## src/rtl/turbo_encoder_if.sv

```systemverilog
// ---------------------------------------------------------------------------
// turbo_encoder_if
// Handshake and data bundle between a block source and the turbo encoder.
//   start_i  : start request (sampled by the encoder only while idle)
//   data_i   : 5-bit info word, bit 0 encoded first
//   busy_o   : encoder is working on a block
//   valid_o  : one-cycle pulse, the four packed words are fresh
//   sys1_o   : systematic symbols + encoder-1 tail (7 x 4-bit)
//   enc1_o   : encoder-1 parity symbols
//   sys2_o   : interleaved systematic symbols + encoder-2 tail
//   enc2_o   : encoder-2 parity symbols
// master : the block source / consumer side
// slave  : the encoder side
// ---------------------------------------------------------------------------
interface turbo_encoder_if;
    logic        start_i;
    logic [4:0]  data_i;
    logic        busy_o;
    logic        valid_o;
    logic [27:0] sys1_o;
    logic [27:0] enc1_o;
    logic [27:0] sys2_o;
    logic [27:0] enc2_o;

    modport master (
        output start_i, data_i,
        input  busy_o, valid_o, sys1_o, enc1_o, sys2_o, enc2_o
    );

    modport slave (
        input  start_i, data_i,
        output busy_o, valid_o, sys1_o, enc1_o, sys2_o, enc2_o
    );
endinterface

```

## src/rtl/turbo_encoder.sv

```systemverilog
// ---------------------------------------------------------------------------
// turbo_encoder
// Rate-1/3 turbo encoder: two identical 4-state RSC encoders (feedback 1+D^2,
// feedforward 1), the second fed through a fixed 5-entry interleaver. Each
// encoder is driven back to state 0 with two tail bits. Results are BPSK
// soft symbols (bit 1 -> +AMP, bit 0 -> -AMP), packed 7 per 28-bit word with
// symbol j in bits [27-4j : 24-4j].
// Ports:
//   clk_i     : clock, rising edge
//   reset_n_i : asynchronous active-low reset
//   bus       : turbo_encoder_if.slave (start/data in, busy/valid/words out)
// ---------------------------------------------------------------------------
module turbo_encoder #(
    parameter int                 INPUT_SIZE  = 5,
    parameter int                 EXTEND_SIZE = 7,
    parameter logic signed [3:0]  AMP         = 4'sd3,
    parameter logic [14:0]        INTLV       = 15'h3302
) (
    input  logic            clk_i,
    input  logic            reset_n_i,
    turbo_encoder_if.slave  bus
);

    localparam int         W         = 4 * EXTEND_SIZE;
    localparam logic [2:0] LAST_INFO = 3'(INPUT_SIZE - 1);
    localparam logic [2:0] LAST_TAIL = 3'(EXTEND_SIZE - 1);
    localparam logic [3:0] SYM_ONE   = AMP;
    localparam logic [3:0] SYM_ZERO  = -AMP;

    typedef enum logic [1:0] {ST_IDLE, ST_ENCODE, ST_TAIL} state_t;

    state_t         r_state;
    logic [2:0]     r_cnt;
    logic [4:0]     r_data;
    logic [1:0]     r_s1;
    logic [1:0]     r_s2;
    logic [W-1:0]   r_sys1, r_enc1, r_sys2, r_enc2;
    logic [W-1:0]   r_sys1_out, r_enc1_out, r_sys2_out, r_enc2_out;
    logic           r_busy;
    logic           r_valid;

    logic [2:0]     w_perm [0:7];
    logic [7:0]     w_data8;
    logic           w_active, w_tail;
    logic           w_u1, w_u2, w_a1, w_a2;
    logic [3:0]     w_sym_u1, w_sym_p1, w_sym_u2, w_sym_p2;
    logic [W-1:0]   w_sys1_next, w_enc1_next, w_sys2_next, w_enc2_next;

    // Interleaver fields; entries past the info length are padding so the
    // counter can index the table without range concerns.
    generate
        for (genvar gi = 0; gi < 8; gi++) begin : g_perm
            if (gi < INPUT_SIZE) begin : g_used
                assign w_perm[gi] = INTLV[3*gi +: 3];
            end else begin : g_pad
                assign w_perm[gi] = 3'd0;
            end
        end
    endgenerate

    assign w_data8  = {3'b000, r_data};
    assign w_active = (r_state != ST_IDLE);
    assign w_tail   = (r_state == ST_TAIL);

    // Tail input equals s0, which cancels the feedback and drains the state.
    assign w_u1 = w_tail ? r_s1[0] : w_data8[r_cnt];
    assign w_u2 = w_tail ? r_s2[0] : w_data8[w_perm[r_cnt]];
    assign w_a1 = w_u1 ^ r_s1[0];
    assign w_a2 = w_u2 ^ r_s2[0];

    assign w_sym_u1 = w_u1 ? SYM_ONE : SYM_ZERO;
    assign w_sym_p1 = w_a1 ? SYM_ONE : SYM_ZERO;
    assign w_sym_u2 = w_u2 ? SYM_ONE : SYM_ZERO;
    assign w_sym_p2 = w_a2 ? SYM_ONE : SYM_ZERO;

    // Next value of the internal words: only the slot of the current step
    // changes. The output transfer uses these so the last tail symbol is
    // included in the published words.
    generate
        for (genvar gi = 0; gi < EXTEND_SIZE; gi++) begin : g_slot
            logic w_hit;
            assign w_hit = w_active && (r_cnt == 3'(gi));
            assign w_sys1_next[W-1-4*gi -: 4] = w_hit ? w_sym_u1 : r_sys1[W-1-4*gi -: 4];
            assign w_enc1_next[W-1-4*gi -: 4] = w_hit ? w_sym_p1 : r_enc1[W-1-4*gi -: 4];
            assign w_sys2_next[W-1-4*gi -: 4] = w_hit ? w_sym_u2 : r_sys2[W-1-4*gi -: 4];
            assign w_enc2_next[W-1-4*gi -: 4] = w_hit ? w_sym_p2 : r_enc2[W-1-4*gi -: 4];
        end
    endgenerate

    always_ff @(posedge clk_i or negedge reset_n_i) begin
        if (!reset_n_i) begin
            r_state    <= ST_IDLE;
            r_cnt      <= 3'd0;
            r_data     <= 5'd0;
            r_s1       <= 2'b00;
            r_s2       <= 2'b00;
            r_sys1     <= '0;
            r_enc1     <= '0;
            r_sys2     <= '0;
            r_enc2     <= '0;
            r_sys1_out <= '0;
            r_enc1_out <= '0;
            r_sys2_out <= '0;
            r_enc2_out <= '0;
            r_busy     <= 1'b0;
            r_valid    <= 1'b0;
        end else begin
            r_valid <= 1'b0;
            r_sys1  <= w_sys1_next;
            r_enc1  <= w_enc1_next;
            r_sys2  <= w_sys2_next;
            r_enc2  <= w_enc2_next;
            case (r_state)
                ST_IDLE: begin
                    if (bus.start_i) begin
                        r_data  <= bus.data_i;
                        r_s1    <= 2'b00;
                        r_s2    <= 2'b00;
                        r_cnt   <= 3'd0;
                        r_busy  <= 1'b1;
                        r_state <= ST_ENCODE;
                    end
                end
                ST_ENCODE: begin
                    r_s1  <= {w_a1, r_s1[1]};
                    r_s2  <= {w_a2, r_s2[1]};
                    r_cnt <= r_cnt + 3'd1;
                    if (r_cnt == LAST_INFO) begin
                        r_state <= ST_TAIL;
                    end
                end
                ST_TAIL: begin
                    r_s1 <= {w_a1, r_s1[1]};
                    r_s2 <= {w_a2, r_s2[1]};
                    if (r_cnt == LAST_TAIL) begin
                        r_sys1_out <= w_sys1_next;
                        r_enc1_out <= w_enc1_next;
                        r_sys2_out <= w_sys2_next;
                        r_enc2_out <= w_enc2_next;
                        r_valid    <= 1'b1;
                        r_busy     <= 1'b0;
                        r_cnt      <= 3'd0;
                        r_state    <= ST_IDLE;
                    end else begin
                        r_cnt <= r_cnt + 3'd1;
                    end
                end
                default: begin
                    r_state <= ST_IDLE;
                    r_busy  <= 1'b0;
                end
            endcase
        end
    end

    assign bus.busy_o  = r_busy;
    assign bus.valid_o = r_valid;
    assign bus.sys1_o  = r_sys1_out;
    assign bus.enc1_o  = r_enc1_out;
    assign bus.sys2_o  = r_sys2_out;
    assign bus.enc2_o  = r_enc2_out;

endmodule
```

## src/flat_wrapper.sv

```systemverilog
// flat-port wrapper written by rule: the top's interface ports become plain ports
module turbo_encoder_flat 
#(
    parameter int                 INPUT_SIZE  = 5,
    parameter int                 EXTEND_SIZE = 7,
    parameter logic signed [3:0]  AMP         = 4'sd3,
    parameter logic [14:0]        INTLV       = 15'h3302
)
  (clk_i, reset_n_i, bus_start_i, bus_data_i, bus_busy_o, bus_valid_o, bus_sys1_o, bus_enc1_o, bus_sys2_o, bus_enc2_o);
  turbo_encoder_if bus_i ();
  input  logic clk_i;
  input  logic reset_n_i;
  input wire logic [$bits(bus_i.start_i)-1:0] bus_start_i;
  input wire logic [$bits(bus_i.data_i)-1:0] bus_data_i;
  output wire logic [$bits(bus_i.busy_o)-1:0] bus_busy_o;
  output wire logic [$bits(bus_i.valid_o)-1:0] bus_valid_o;
  output wire logic [$bits(bus_i.sys1_o)-1:0] bus_sys1_o;
  output wire logic [$bits(bus_i.enc1_o)-1:0] bus_enc1_o;
  output wire logic [$bits(bus_i.sys2_o)-1:0] bus_sys2_o;
  output wire logic [$bits(bus_i.enc2_o)-1:0] bus_enc2_o;
  assign bus_i.start_i = bus_start_i;
  assign bus_i.data_i = bus_data_i;
  assign bus_busy_o = bus_i.busy_o;
  assign bus_valid_o = bus_i.valid_o;
  assign bus_sys1_o = bus_i.sys1_o;
  assign bus_enc1_o = bus_i.enc1_o;
  assign bus_sys2_o = bus_i.sys2_o;
  assign bus_enc2_o = bus_i.enc2_o;
  turbo_encoder #(.INPUT_SIZE(INPUT_SIZE), .EXTEND_SIZE(EXTEND_SIZE), .AMP(AMP), .INTLV(INTLV)) u_core (.clk_i(clk_i), .reset_n_i(reset_n_i), .bus(bus_i));
endmodule
```

## config.mk

```make
export PLATFORM = sky130hd
export DESIGN_NAME = turbo_encoder_flat
export DESIGN_NICKNAME = d
export VERILOG_FILES = /design/src/rtl/turbo_encoder_if.sv /design/src/rtl/turbo_encoder.sv /design/src/flat_wrapper.sv
export SDC_FILE = /design/constraint.sdc
export NUM_CORES = 1
export LEC_CHECK = 0
export CAP_MARGIN = 40
export CELL_PAD_IN_SITES_DETAIL_PLACEMENT = 0
export CELL_PAD_IN_SITES_GLOBAL_PLACEMENT = 1
export CORE_UTILIZATION = 48
export CTS_BUF_LIST = sky130_fd_sc_hd__clkbuf_4
export CTS_CLUSTER_SIZE = 12
export DETAILED_ROUTE_END_ITERATION = 12
export GPL_ROUTABILITY_DRIVEN = 0
export MAX_ROUTING_LAYER = met4
export PLACE_DENSITY = 0.95
export RECOVER_POWER = 25
export SLEW_MARGIN = 30
export SYNTH_ARGS = -nofsm -noshare
export SYNTH_HDL_FRONTEND = slang
export SYNTH_SLANG_ARGS = --single-unit
```

## constraint.sdc

```tcl
create_clock -name clk_i -period 3.8 [get_ports clk_i]
set_input_delay 0.57 -clock clk_i [delete_from_list [all_inputs] [get_ports clk_i]]
set_output_delay 0.57 -clock clk_i [all_outputs]
set_load 0.01 [all_outputs]
```

==> load_flow_metrics.sql, run 1 <==
INSERT INTO impl_metrics (metric_group, metric, value, unit) VALUES
('outcome', 'outcome', 'finished, violations left', ''),
('synthesis', 'synth.area.mux_share', '5.210', '%'),
('floorplanning', 'design.die.area', '19970', 'sq um'),
('cts', 'tritoncts', 'done', ''),
('synthesis', 'synth-async-reset-ratio', '100.0', '%'),
('finish', 'finalCoreUtilization', '60.52', '%'),
('cts', 'htree_levels', '2', ''),
('finish', 'fillerInstances', '1649', ''),
('finish', 'mostFrequentLayoutCell', 'dfrtp_1', ''),
('power', 'pwr_density_cell', '585.6', 'nW/um^2'),
('placement', 'placed_instance_area', '10800', 'sq um'),
('power', 'share_seq_of_total_power', '48.6', '%'),
('worst_setup_path', 'critical_path_start_end_classification', 'reg2reg', ''),
('grt', 'wire_length_of_the_first_global_routing_pass', '33230', 'um'),
('sta', 'worst_pin_slew', '1.562', 'ns'),
('grt', 'top_usage_layer', 'met2', ''),
('worst_setup_path', 'timing.critical_path.required', '4.31', 'ns'),
('power', 'worst_ir_drop_vdd', '0.3514', 'mV'),
('worst_setup_path', 'path_cells', 'inv_1, ha_1, nand2b_1, a21oi_1, a2bb2oi_4, o31ai_2, buf_2, o21ai_0', ''),
('cts', 'ctsRootBufferMaster', 'clkbuf_4', ''),
('hold_path', 'hold_class', 'reg2reg', ''),
('synthesis', 'synth_top_family_by_area', 'simple AND/OR/NAND/NOR gates', ''),
('synthesis', 'yosys.area.top_type', 'dfrtp_1', ''),
('synthesis', 'synthesis.nets', '899', ''),
('synthesis', 'synth_top_flop_cell', 'dfrtp_1', ''),
('synthesis', 'synth_seq_area_share', '64.46', '%'),
('job', 'max_cap_viol_count', '1', ''),
('finish', 'post_route_cells_drive_above_1_share', '13.15', '%'),
('placement', 'place_hpwl', '13030', 'um'),
('worst_setup_path', 'crit_path_end_kind', 'flip-flop', ''),
('sta', 'setup_slack', '1.335', 'ns'),
('worst_setup_path', 'critPathSlowestCell', 'dfrtp_1', ''),
('synthesis', 'synthDistinctLibCells', '40', ''),
('worst_setup_path', 'critPathMaxStageDelay', '0.46', 'ns'),
('sta', 'finalHoldWorstSlack', '0.4507', 'ns'),
('cts', 'ctsLongestPathBuffers', '3', ''),
('power', 'p_total', '6.695', 'mW'),
('floorplanning', 'rows', '50', ''),
('sta', 'finalSetupViolCount', '0', ''),
('grt', 'grt_pass1_vias', '6629', ''),
('synthesis', 'syn-mean-instance-area', '10.56', 'sq um'),
('placement', 'placement.setup.worst_slack', '1.142', 'ns'),
('drt', 'drtPass1Iterations', '4', ''),
('placement', 'post-place-cells', '1227', ''),
('power', 'p_leak', '5.444', 'nW'),
('drt', 'routed_via_density', '4.982', ''),
('floorplanning', 'chipHeight', '141.3', 'um'),
('placement', 'port-buffer-count', '121', ''),
('finish', 'layoutNonFillerInstCount', '1318', ''),
('power', 'switchingPower', '2.165', 'mW'),
('worst_setup_path', 'crit_fanout', '11', ''),
('floorplanning', 'start_util', '49.32', '%'),
('grt', 'grt_overflow_total', '0', ''),
('drt', 'drt.antenna.violating_nets', '0', ''),
('floorplanning', 'chipWidth', '141.3', 'um'),
('drt', 'drt-initial-drc-count', '308', ''),
('synthesis', 'synth_simple_gate_area_share', '17.20', '%'),
('synthesis', 'yosys_register_bits', '240', ''),
('synthesis', 'synth_warnings', '0', ''),
('grt', 'grt_antenna_before_repair', '1', ''),
('outcome', 'violated_checks', 'max-capacitance violations, max-slew violations', ''),
('power', 'comb_power_share', '24.2', '%'),
('synthesis', 'xor_xnor_share_of_the_synthesized_area', '0.09400', '%'),
('synthesis', 'synth.area.top_cells', 'dfrtp_1 64%, nand2_1 8.8%, mux2_2 4.1%', ''),
('synthesis', 'syn_inst', '882', ''),
('cts', 'clk_transition_reported_paths', '0.06', 'ns'),
('sta', 'final_max_slew_viol_count', '26', ''),
('worst_setup_path', 'critical_path_s_top_delay_family', 'compound AO/OA/AOI/OAI gates', ''),
('grt', 'global_route.usage.total', '21.75', '%'),
('synthesis', 'synth_edf_count', '0', ''),
('cts', 'clock_latency', '0.67', 'ns');
[cell usage after synthesis (all sizes together) (3+ instances only)]
cell	number
dfrtp	240
nand2	219
nor2	89
o21ai	74
a21oi	44
clkbuf	37
nand2b	35
mux2	34
buf	11
nor3	11
inv	10
ha	9
nand3	9
mux2i	8
o31ai	8
o21a	6
or2	5
a31oi	4
a21o	3
a22o	3
nor2b	3
[worst register-to-register path, delay by kind of cell (launching register included)]
kind | cells | cell delay, ns
flip-flops | 1 | 0.46
AO/OA/AOI/OAI | 4 | 0.89
adder cells (fa/ha/maj) | 1 | 0.43
buffers and inverters | 2 | 0.38
AND/OR/NAND/NOR | 1 | 0.17
[kinds of logic after synthesis]
| logic type | after synthesis |
|---|---|
| buffers and inverters | 58 |
| muxes | 43 |
| DFF | 240 |
| and+or+nand+nor | 381 |
| xor gates and xnor gates | 1 |
| AOI/OAI and AO/OA | 150 |
| adders and majority gates | 9 |
[routing by layer]
layer,up-vias,part of all wire (%)
met2,146,47
li1,3225,-
met4,0,0.79
met5,-,0
met3,17,5.6
met1,3178,47
[state kept, by name, indices dropped and copies added (netlist names)]
register,flops
u_core.r_s1,2
u_core.bus.busy_o,1
u_core.r_sys1,28
u_core.r_enc2,28
u_core.r_cnt,3
u_core.bus.sys2_o,28
u_core.r_enc1,28
u_core.bus.sys1_o,28
u_core.r_sys2,28
u_core.bus.enc2_o,28
u_core.bus.valid_o,1
u_core.r_data,5
u_core.bus.enc1_o,28
u_core.r_s2,2
u_core.r_state,2
[power groups by stage]
| stage | sequential (mW) | combinational (mW) | clock [mW] |
|---|---|---|---|
| after global placement | 3.28 | 1.56 | 0 |
| final | 3.26 | 1.62 | 1.82 |
| after floorplan | 3.22 | 1.19 | 0 |
| after global routing | 3.31 | 1.80 | 2.01 |
| after CTS | 3.26 | 1.61 | 1.88 |
| after detailed placement | 3.30 | 1.61 | 0 |
[path summary, 6_finish.rpt]
| kind | from | endpoint | slack, ns | cells after the start |
|---|---|---|---|---|
| worst max register to register | u_core.r_cnt[0]$_DFFE_PN0P_ | u_core.r_sys2[2]$_DFF_PN0_ | 1.34 | 8 |
| max in group asynchronous | reset_n_i | u_core.bus.sys1_o[22]$_DFFE_PN0P_ | 1.64 | 3 |
| min in group asynchronous | reset_n_i | u_core.bus.enc1_o[4]$_DFFE_PN0P_ | 0.84 | 2 |
| worst min register to register | u_core.r_enc2[12]$_DFF_PN0_ | u_core.r_enc2[12]$_DFF_PN0_ | 0.45 | 1 |
| worst min-delay path | u_core.r_enc2[12]$_DFF_PN0_ | u_core.r_enc2[12]$_DFF_PN0_ | 0.45 | 1 |
| worst max-delay path | u_core.r_cnt[0]$_DFFE_PN0P_ | u_core.r_sys2[2]$_DFF_PN0_ | 1.34 | 8 |
[timing repair]
item,CTS,global route
hold buffers,1,0
gates resized for setup,0,0
endpoints found under the hold margin,25,0
[cell type report]
cell class | instances | area, sq um | share of cell area (%)
clock buffer | 74 | 555.5 | 4.859
timing repair buffer | 137 | 1361 | 11.91
sequential | 240 | 6006 | 52.53
tap | 260 | 325.3 | 2.845
multi-input combinational | 584 | 3095 | 27.07
antenna | 1 | 2.502 | 0.02189
inverter | 10 | 37.54 | 0.3283
clock inverter | 12 | 50.05 | 0.4377
No activity file was read; power rests on OpenSTA's default activity.
==> run 2: changes to the inputs <==
CORE_UTILIZATION = 40   (was 48)
PLACE_DENSITY = 0.86   (was 0.95)
clock period = 1.95 ns   (was 3.8 ns; I/O delays follow)
==> run 2 against run 1 <==
  * The run now ends clean
  * Sequential power up 94%
  * Clock power up 130%
  * Cell area up 8.2%
  * Count of clock-buffer cells in the layout up 20
  * Routed wire length up 5.7%
  * First-iteration DRC count down 1.3%
  * Cell count up 8.0%
  * Register-to-register slack worse by 1.3 ns
  * Die area up 20%
  * Core utilization down 6.0 points
  * Hold slack worse by 0.22 ns
  * Non-clock buffer count up 62
==> load_flow_metrics.sql, run 2 (synthesis gave the netlist of run 1 again) <==
INSERT INTO impl_metrics (metric_group, metric, value, unit) VALUES
('cts', 'htree_levels', '2', ''),
('cts', 'ctsLongestPathBuffers', '3', ''),
('sta', 'finalCritPeriodShare', '98.71', '%'),
('drt', 'routed_via_density', '4.780', ''),
('finish', 'fillerInstances', '2054', ''),
('placement', 'placement.setup.worst_slack', '-0.1453', 'ns'),
('hold_path', 'hold_class', 'in2reg', ''),
('placement', 'place_hpwl', '14340', 'um'),
('grt', 'grt_pass1_vias', '6882', ''),
('sta', 'finalSetupViolCount', '0', ''),
('sta', 'finalHoldWorstSlack', '0.2301', 'ns'),
('finish', 'finalCoreUtilization', '54.49', '%'),
('job', 'max_cap_viol_count', '0', ''),
('grt', 'wire_length_of_the_first_global_routing_pass', '35290', 'um'),
('drt', 'drc', '0', ''),
('floorplanning', 'rows', '55', ''),
('grt', 'pin_count_of_the_biggest_net_entering_global_routing', '126', ''),
('grt', 'grt_antenna_before_repair', '1', ''),
('grt', 'global_route.usage.total', '19.10', '%'),
('sta', 'clock-skew-final', '0.03415', 'ns'),
('sta', 'fmax', '519.5', 'MHz'),
('sta', 'final_worst_path_period_need', '1.925', 'ns'),
('floorplanning', 'chipWidth', '154.6', 'um'),
('sta', 'rsz0062_at_grt', 'true', ''),
('finish', 'post_route_cells_drive_above_1_share', '21.97', '%'),
('grt', 'grt_overflow_total', '0', ''),
('cts', 'ctsRootBufferMaster', 'clkbuf_4', ''),
('worst_setup_path', 'critical_path_start_end_classification', 'reg2reg', ''),
('cts', 'clk_transition_reported_paths', '0.07', 'ns'),
('floorplanning', 'io_pins', '122', ''),
('sta', 'setup_slack', '0.02508', 'ns'),
('worst_setup_path', 'timing.critical_path.required', '2.56', 'ns'),
('finish', 'area_delta_synth_final', '32.81', '%'),
('finish', 'nets', '1113', ''),
('power', 'pwr_density_cell', '1198', 'nW/um^2'),
('sta', 'max-slew-margin-rel', '29.01', '%'),
('power', 'worst_ir_drop_vdd', '0.5375', 'mV'),
('finish', 'mostFrequentLayoutCell', 'dfrtp_1', ''),
('floorplanning', 'design.die.area', '23910', 'sq um'),
('cts', 'tritoncts', 'done', ''),
('drt', 'drt.antenna.violating_nets', '0', ''),
('worst_setup_path', 'worst_ep_arrival', '2.53', 'ns'),
('cts', 'cts_buffers', '61', ''),
('outcome', 'outcome', 'finished, final reports clean', ''),
('drt', 'drt_wl_total', '21210', 'um'),
('worst_setup_path', 'critical_path.startpoint_type', 'flip-flop', ''),
('power', 'p_leak', '6.422', 'nW'),
('worst_setup_path', 'crit_path_end_kind', 'flip-flop', ''),
('drt', 'wire_per_inst', '14.90', 'um'),
('floorplanning', 'start_util', '41.03', '%'),
('finish', 'layout_common_cells', '238 x dfrtp_1, 219 x nand2_1, 95 x clkbuf_4', ''),
('floorplanning', 'core_area', '22710', 'sq um'),
('placement', 'port-buffer-count', '121', ''),
('floorplanning', 'chipHeight', '154.6', 'um'),
('sta', 'hold_violations', '0', ''),
('cts', 'clock_latency', '0.70', 'ns'),
('sta', 'worst_pin_slew', '1.065', 'ns'),
('drt', 'drtPass1Iterations', '4', ''),
('cts', 'clock_sink_count', '240', ''),
('drt', 'drt-initial-drc-count', '304', ''),
('worst_setup_path', 'crit_fanout', '6', ''),
('sta', 'final_max_slew_viol_count', '0', ''),
('drt', 'route.vias.total', '6807', '');
## run 2: cell count changes in the layout (fill, tap and decap cells not counted), sizes merged
cell	before	now
dlymetal6s2s	0	25
clkbuf	76	98
inv	11	10
bufinv	0	1
dlygate4sd2	0	16
clkdlybuf4s50	120	79
clkinv	10	9
buf	14	74
## run 2: worst max-delay path, stage by stage, from the launching register on
cell and delay, ns:
dfrtp_2 0.46, ha_4 0.20, o41ai_4 0.39, a2bb2oi_4 0.24
buf_6 0.17, mux2i_4 0.25, nand2b_4 0.14
## run 2: layout make-up
cell class / count / area (sq um) / area share (%)
Clock buffer: 94 / 705.7 / 5.703
Clock inverter: 11 / 73.82 / 0.5966
Multi-Input combinational cell: 584 / 3259 / 26.34
Tap cell: 285 / 356.6 / 2.882
Inverter: 10 / 37.54 / 0.3033
Antenna cell: 1 / 2.502 / 0.02022
Timing Repair Buffer: 199 / 1931 / 15.60
Sequential cell: 240 / 6008 / 48.55
## run 2: per-stage QoR
stage / instances / power, mW / area (sq um) / TNS (ns)
finish: 1424 / 14.82 / 12370 / 0
global route: 1424 / 15.79 / 12370 / -0.5055
CTS: 1422 / 14.71 / 12240 / 0
detailed placement: 1314 / 10.30 / 11410 / -2.713
global placement: 1314 / 10.17 / 11410 / -0.4588
floorplan: 882 / 8.637 / 9348 / -1.432
## run 2: worst paths after layout
kind,from,to,slack (ns),depth (start not counted)
worst max-delay path,u_core.r_cnt[1]$_DFFE_PN0P_,u_core.r_enc2[5]$_DFF_PN0_,0.03,6
worst min-delay path,bus_data_i[4],u_core.r_data[4]$_DFFE_PN0P_,0.23,2
worst max register to register,u_core.r_cnt[1]$_DFFE_PN0P_,u_core.r_enc2[5]$_DFF_PN0_,0.03,6
worst min register to register,u_core.r_sys1[12]$_DFF_PN0_,u_core.r_sys1[12]$_DFF_PN0_,0.45,1
max in group asynchronous,reset_n_i,u_core.r_enc2[18]$_DFF_PN0_,0.26,3
min in group asynchronous,reset_n_i,u_core.bus.sys1_o[0]$_DFFE_PN0P_,0.36,2
## run 2: report_power, final
part           internal (mW)  switching (mW)
combinational           1.99            2.27
clock                   2.30            1.94
sequential              5.89           0.432
## run 2: metal layers
layer	global-route usage [%]	vias up	part of all wire (%)	routed length, um
met3	4.203	23	5.9	1257
li1	-	3367	-	-
met1	25.76	3250	47	9919
met5	-	-	0	0
met4	6.271	0	1.3	266
met2	28.70	167	46	9767
## run 2: timing repair
item | CTS | global route
hold buffers | 1 | 0
setup buffers | 2 | 1
pin swaps | 1 | 3
gates resized for setup | 24 | 66
endpoints found under the setup margin | 57 | 144
endpoints found under the hold margin | 84 | 0
